## src/rtl/mult_pkg.sv

```systemverilog
// mult_pkg: op encoding and operand-signedness helpers shared by the pipelined multiplier.
package mult_pkg;

    typedef enum logic [1:0] {
        MUL    = 2'b00,
        MULH   = 2'b01,
        MULHSU = 2'b10,
        MULHU  = 2'b11
    } mul_op_e;

    function automatic logic is_signed_a(mul_op_e op);
        return (op == MULH) || (op == MULHSU);
    endfunction

    function automatic logic is_signed_b(mul_op_e op);
        return op == MULH;
    endfunction

endpackage

```

## src/rtl/mult_pipe_stage.sv

```systemverilog
// mult_pipe_stage: one {valid, tag, data} register slice with advance/hold/flush control.
module mult_pipe_stage
    import mult_pkg::*;
#(
    parameter int TAG_W  = 5,
    parameter int DATA_W = 32
) (
    input  logic              clk,
    input  logic              rst_n,
    input  logic              flush_i,
    input  logic              adv_i,
    input  logic              in_valid_i,
    input  logic [TAG_W-1:0]  in_tag_i,
    input  logic [DATA_W-1:0] in_data_i,
    output logic              valid_o,
    output logic [TAG_W-1:0]  tag_o,
    output logic [DATA_W-1:0] data_o
);

    logic              valid_d, valid_q;
    logic [TAG_W-1:0]  tag_d, tag_q;
    logic [DATA_W-1:0] data_d, data_q;

    // Payload only loads for a real op so bubbles don't toggle the wide data path.
    always_comb begin
        valid_d = flush_i ? 1'b0 : (adv_i ? in_valid_i : valid_q);
        tag_d   = (adv_i && in_valid_i) ? in_tag_i : tag_q;
        data_d  = (adv_i && in_valid_i) ? in_data_i : data_q;
    end

    always_ff @(posedge clk or negedge rst_n) begin
        if (!rst_n) begin
            valid_q <= 1'b0;
            tag_q   <= '0;
            data_q  <= '0;
        end else begin
            valid_q <= valid_d;
            tag_q   <= tag_d;
            data_q  <= data_d;
        end
    end

    assign valid_o = valid_q;
    assign tag_o   = tag_q;
    assign data_o  = data_q;

endmodule

```

## src/rtl/mult_pipe_param.sv

```systemverilog
// mult_pipe_param: pipelined MUL/MULH/MULHSU/MULHU with valid/ready handshakes, tags and flush.
module mult_pipe_param
    import mult_pkg::*;
#(
    parameter int WIDTH  = 32,
    parameter int STAGES = 3,
    parameter int TAG_W  = 5
) (
    input  logic             clk,
    input  logic             rst_n,
    input  logic             flush_i,
    input  logic             in_valid_i,
    output logic             in_ready_o,
    input  logic [1:0]       op_sel_i,
    input  logic [WIDTH-1:0] a_i,
    input  logic [WIDTH-1:0] b_i,
    input  logic [TAG_W-1:0] tag_i,
    output logic             out_valid_o,
    input  logic             out_ready_i,
    output logic [WIDTH-1:0] result_o,
    output logic [TAG_W-1:0] tag_o
);

    mul_op_e            op;
    logic [2*WIDTH-1:0] a_x, b_x, prod;
    logic [WIDTH-1:0]   res;
    logic [STAGES-1:0]  vld, adv, vin;
    logic [TAG_W-1:0]   tin  [STAGES];
    logic [TAG_W-1:0]   tout [STAGES];
    logic [WIDTH-1:0]   din  [STAGES];
    logic [WIDTH-1:0]   dout [STAGES];

    assign op = mul_op_e'(op_sel_i);

    // Extending to 2*WIDTH and multiplying modulo 2^(2*WIDTH) yields the same low
    // 2*WIDTH bits as the signed (WIDTH+1)x(WIDTH+1) product.
    always_comb begin
        a_x  = {{WIDTH{is_signed_a(op) & a_i[WIDTH-1]}}, a_i};
        b_x  = {{WIDTH{is_signed_b(op) & b_i[WIDTH-1]}}, b_i};
        prod = a_x * b_x;
        res  = (op == MUL) ? prod[WIDTH-1:0] : prod[2*WIDTH-1:WIDTH];
    end

    always_comb begin
        adv = '0;
        adv[STAGES-1] = ~vld[STAGES-1] | out_ready_i;
        for (int k = STAGES - 2; k >= 0; k--) adv[k] = ~vld[k] | adv[k+1];
    end

    genvar g;
    generate
        for (g = 0; g < STAGES; g++) begin : g_stage
            if (g == 0) begin : g_head
                assign vin[g] = in_valid_i & ~flush_i;
                assign tin[g] = tag_i;
                assign din[g] = res;
            end else begin : g_body
                assign vin[g] = vld[g-1];
                assign tin[g] = tout[g-1];
                assign din[g] = dout[g-1];
            end
            mult_pipe_stage #(
                .TAG_W  (TAG_W),
                .DATA_W (WIDTH)
            ) u_stage (
                .clk        (clk),
                .rst_n      (rst_n),
                .flush_i    (flush_i),
                .adv_i      (adv[g]),
                .in_valid_i (vin[g]),
                .in_tag_i   (tin[g]),
                .in_data_i  (din[g]),
                .valid_o    (vld[g]),
                .tag_o      (tout[g]),
                .data_o     (dout[g])
            );
        end
    endgenerate

    assign in_ready_o  = adv[0];
    assign out_valid_o = vld[STAGES-1];
    assign result_o    = dout[STAGES-1];
    assign tag_o       = tout[STAGES-1];

endmodule

```

## config.mk

```make
export PLATFORM = sky130hd
export DESIGN_NAME = mult_pipe_param
export DESIGN_NICKNAME = d
export VERILOG_FILES = /design/src/rtl/mult_pkg.sv /design/src/rtl/mult_pipe_stage.sv /design/src/rtl/mult_pipe_param.sv
export SDC_FILE = /design/constraint.sdc
export NUM_CORES = 2
export LEC_CHECK = 0
export BUFFER_PORTS_ARGS = -buffer_cell sky130_fd_sc_hd__buf_2
export CORE_AREA = 2 2 284 286
export CTS_CLUSTER_SIZE = 8
export DETAILED_ROUTE_END_ITERATION = 16
export DIE_AREA = 0 0 286 288
export PLACE_DENSITY = 0.73
export SLEW_MARGIN = 40
export SYNTH_ARGS = -nofsm -noshare
export SYNTH_HDL_FRONTEND = slang
export SYNTH_SLANG_ARGS = --single-unit
```

## constraint.sdc

```tcl
create_clock -name clk -period 5.45 [get_ports clk]
set_clock_uncertainty 0.15 [all_clocks]
set_input_delay 0.545 -clock clk [delete_from_list [all_inputs] [get_ports clk]]
set_output_delay 0.545 -clock clk [all_outputs]
set_load 0.01 [all_outputs]
```

# Word level (Yosys, flattened, before mapping)
# Index checks and enable logic that the tools add are counted.
dict set report word_totals {
  input_bits 76
  output_inout_bits 39
  wordCells 37
  reg_bits 114
}
dict set report classes {
  muxes 7
  n_eq_ne 2
  n_mul 1
  bitwise 10
  reduce_logical 8
}
# operator count
set op_table {}
lappend op_table {{multiplier 33 x 33 -> 64 bit} 1}
lappend op_table {{2-to-1 mux 32 bit} 1}
lappend op_table {{2-to-1 mux 1 bit} 6}
lappend op_table {{nonzero test 2 bit} 3}
lappend op_table {{inverter 1 bit} 4}
lappend op_table {{AND 1 bit} 3}
lappend op_table {{logical AND 1 bit} 3}
lappend op_table {{OR 1 bit} 3}
lappend op_table {{equality test 2 x 1 -> 1 bit, second input constant} 1}
lappend op_table {{equality test 2 bit, second input constant} 1}
lappend op_table {{logical NOT 2 bit} 1}
lappend op_table {{logical OR 1 bit} 1}

# Depth between registers and ports, before layout
dict set report depth {
  word_depth 6
  mapped_depth 32
  depth_no_buf 30
}

# Hierarchy
# Synthesis repeated with hierarchy kept, for this count alone.
dict set report unflattened {
  hier_cells 4608
  hier_area_um2 42941.2
}
# mod area_each_um2 n_inst cells_per_inst
set by_module_without_submodules {}
lappend by_module_without_submodules {mult_pipe_param 38463.1 1 4362}
lappend by_module_without_submodules {mult_pipe_stage 1492.7 3 82}

# Least setup slack after synthesis
# Ideal clock, no wire load.
dict set report synth_timing {
  path_kind {input -> register}
  start {in op_sel_i[1]}
  end {reg g_stage[0].u_stage.data_q[27]}
  required_ns 5.231
  path_stages 29
  path_buffers 2
  arrival_time_ns 8.431
  slack_ns -3.200
  cell_sequence {inv_1 -> ha_1 -> and2_0 -> clkbuf_1 -> nand2_1 -> inv_1 -> fa_1 -> inv_1 -> fa_1 -> inv_1 -> fa_1 -> fa_1 -> inv_1 -> fa_1 -> inv_1 -> fa_1 -> inv_1 -> fa_1 -> fa_1 -> inv_1 -> ha_1 -> clkbuf_1 -> nand4_1 -> a211o_1 -> o31a_1 -> o211ai_2 -> o21ai_1 -> or4_1 -> nand3_1}
}
dict set report synth_between {
  elab_chain_cells 5
  elab_cells_between_ends 8
  classes_between {mul (1); eq/ne (2); mux (1); bitwise (2); reduce/logical (2)}
}
# element line_no
set synth_lines {}
lappend synth_lines {{start, declared} mult_pipe_param.sv:14} ;# input logic [1:0] op_sel_i,
lappend synth_lines {{equality test 2 x 1 -> 1 bit or equality test 2 bit (tied branches)} {mult_pkg.sv:12, mult_pkg.sv:16}}
lappend synth_lines {{logical OR 1 bit} mult_pkg.sv:12} ;# return (op == MULH) || (op == MULHSU);
lappend synth_lines {{AND 1 bit} mult_pipe_param.sv:38} ;# a_x = {{WIDTH{is_signed_a(op) & a_i[WIDTH-1]}}, a_i};
lappend synth_lines {{multiplier 33 x 33 -> 64 bit} mult_pipe_param.sv:40} ;# prod = a_x * b_x;
lappend synth_lines {{2-to-1 mux 32 bit (*)} mult_pipe_param.sv:41} ;# res = (op == MUL) ? prod[WIDTH-1:0] : prod[2*WIDTH-1:WIDTH];
lappend synth_lines {{end signal, assigned} mult_pipe_stage.sv:39} ;# data_q <= data_d;
lappend synth_lines {{end, declared} mult_pipe_stage.sv:22} ;# logic [DATA_W-1:0] data_d, data_q;
# Every way passes the cells marked *; elsewhere a longest branch is shown, timed or not.
# A chain may end at the register's enable or synchronous reset.

# Worst setup path in the final report
dict set report layout_timing {
  start {in op_sel_i[1]}
  end {reg g_stage[0].u_stage.data_q[28]}
}
# Same word-level chain as after synthesis.

==> flow_summary_export.csv <==
group,metric,value,unit
critical_path,slowest_delay,610,ps
min_path,hp-class,"input port to flop",
critical_path,start_kind,"input port",
synth,synth-edff-count,0,
detailed_routing,wl,115000,um
layout,final_common_cell,"inv_1",
synth,synth_cells,4614,
layout,fin_nets,6534,
synth,synth-seq-cells,114,
floorplan,fp.dieArea,0.0824,mm2
global_routing,track_usage,29.3,%
detailed_routing,wl_per_cell,18.6,um
cts,cts_max_path_buffers,2,
place,place_area,0.0485,mm2
sta,setup_viol,32,
critical_path,critPathMostFrequentCell,"fa_1",
global_routing,antenna_found_initial,1,
layout,layout_common_cells,"inv_1 (1152), fa_1 (1088), nand2_1 (824), buf_4 (531), and2_1 (260)",
detailed_routing,ant_nets,0,
cts,cts-root-buf,"clkbuf_16",
critical_path,worstPathRequired,5560,ps
sta,rsz0062_at_grt,"yes",
global_routing,grt_max_degree,62,
layout,final.fill_count,6194,
synth,synth-warning-count,0,
layout,area_delta_synth_final,20.5,%
synth,synth_area,0.0426,mm2
critical_path,arrival,7910,ps
sta,finalCritPeriodShare,143,%
synth,synthTopCellsByArea,"fa_1 (53%), inv_1 (11%), nand2_1 (7.6%)",
cts,htreeDepth,4,
outcome,status,"complete, but fails checks",
synth,async_flop_share,100,%
sta,slew_violations,0,
detailed_routing,via_per_inst,5.29,
layout,layout-drive-gt1-share,22.4,%
cts,clock_sinks,114,
detailed_routing,dr.first_iter.drc_count,2132,
synth,ys_types,66,
place,hpwl,98900,um
floorplan,coreArea,0.0796,mm2
critical_path,critPathCaptureType,"flop",
layout,fin_area,0.0513,mm2
synth,syn_avg_cell_area,9.23,um2
synth,yosysTopAreaCell,"fa_1",
floorplan,fp.dieW,286,um
critical_path,crit_fanout,5,
sta,finalWorstSetupSlack,-2350,ps
sta,finalCriticalPeriod,7800,ps
place,portBuffers,114,
synth,synth-main-ff-cell,"dfrtp_1",
floorplan,initial_core_util,53.5,%
critical_path,worstSetupPathType,"input port to flop",
global_routing,first_global_vias,36200,
place,gp_congestion,0.951,
floorplan,num_io_pins,115,
detailed_routing,drcViolationCount,0,
cts,clkTransAtPathRegs,60,ps
sta,clock.fmax,128,MHz
sta,tns,-66150,ps
floorplan,rows,104,
flow_run,maxCapViolations,0,
sta,hold-worst-slack,177,ps
cts,clkLatencyLatePin,410,ps
synth,yosysSeqAreaShare,6.70,%
layout,final_util,64.4,%
cts,numCtsBuffers,17,
detailed_routing,num_vias,32700,
outcome,violations,"negative setup slack",
sta,tightestPinTransition,691,ps
floorplan,die_h,288,um
sta,hold_viol_final,0,
global_routing,gr-total-overflow,0,
sta,relSlewSlack,54.0,%
critical_path,crit_path_top_delay_cell,"fa_2",
synth,synthesis.nets,6029,
global_routing,grt_pass1_wl,191000,um
cts,cts_tree,"done",
detailed_routing,drt_first_pass_iters,6,
synth,synth_top_area_share,52.9,%
[Yosys cell counts (13+ instances only)]
cell,instances
and3_1,23
ha_1,214
o21a_1,13
xnor2_1,52
fa_1,1125
a21o_1,28
nand4_1,17
a21oi_1,74
nand3_1,17
mux2_2,76
dfrtp_1,114
nand2_1,858
nor2_1,69
o21ai_0,60
and2_1,273
clkbuf_1,230
inv_1,1199
[per-layer routing]
| layer | track usage [%] | vias to the layer above | wire, um |
|---|---|---|---|
| met5 | 0 | - | 0 |
| met2 | 50.4 | 1204 | 57900 |
| li1 | - | 14300 | - |
| met3 | 3.71 | 296 | 7370 |
| met4 | 9.48 | 0 | 4730 |
| met1 | 38.7 | 17000 | 45300 |
[cell families after synthesis]
kind of cell | synth area share [%]
AOI/OAI and AO/OA | 4.17
xor gates and xnor gates | 1.30
adders and majority gates | 59.2
buffers and inverters | 12.7
DFF | 6.70
muxes | 2.17
and+or+nand+nor | 13.8
[registers in the layout, summed over array words and instances (netlist names)]
register	count
g_stage.u_stage.data_o	96
g_stage.u_stage.valid_o	3
g_stage.u_stage.tag_o	15
[worst paths after layout]
| check | startpoint | to | slack, ps | cells after the start |
|---|---|---|---|---|
| setup / recovery | op_sel_i[1] | g_stage[0].u_stage.data_o[28] | -2350 | 30 |
| hold / removal | tag_i[2] | g_stage[0].u_stage.tag_o[2] | 180 | 3 |
| setup reg to reg | g_stage[2].u_stage.valid_o | g_stage[0].u_stage.data_o[30] | 3160 | 7 |
| hold reg to reg | g_stage[0].u_stage.tag_o[2] | g_stage[0].u_stage.tag_o[2] | 320 | 2 |
| max in group asynchronous | rst_n | g_stage[1].u_stage.tag_o[3] | 3470 | 3 |
| min in group asynchronous | rst_n | g_stage[2].u_stage.tag_o[2] | 550 | 2 |
[repair_timing]
item / CTS / global route
hold endpoints to repair: 0 / 1
setup endpoints to repair: 32 / 32
setup buffers: 50 / 32
pin swaps: 154 / 134
hold buffers: 0 / 1
gates cloned: 1 / 0
resized for setup: 247 / 146
[stage by stage]
step	std cells	worst slack, ps
final	6193	-2350
after global routing	6193	-2540
after CTS	6168	-2280
after detailed placement	6092	-3040
after global placement	6092	-2900
after floorplan	4614	-2520
[critical path: cells and delay by family]
kind	cells	cell delay [ps]
adders and majority gates	10	4650
AOI/OAI and AO/OA	6	890
buffers and inverters	9	810
and+or+nand+nor	4	800
muxes	1	210
[layout make-up]
| cell class | instances | area, um2 | area share [%] |
|---|---|---|---|
| Timing Repair Buffer | 724 | 6090 | 11.9 |
| Antenna cell | 1 | 2.50 | 0.00488 |
| Sequential cell | 114 | 2850 | 5.56 |
| Clock inverter | 13 | 136 | 0.266 |
| Tap cell | 1060 | 1330 | 2.58 |
| Multi-Input combinational cell | 3063 | 35900 | 70.0 |
| Inverter | 1199 | 4530 | 8.83 |
| Clock buffer | 19 | 443 | 0.863 |
Power is not shown: default switching activity piles up to over one toggle a cycle in this logic, so the estimate is an artifact.
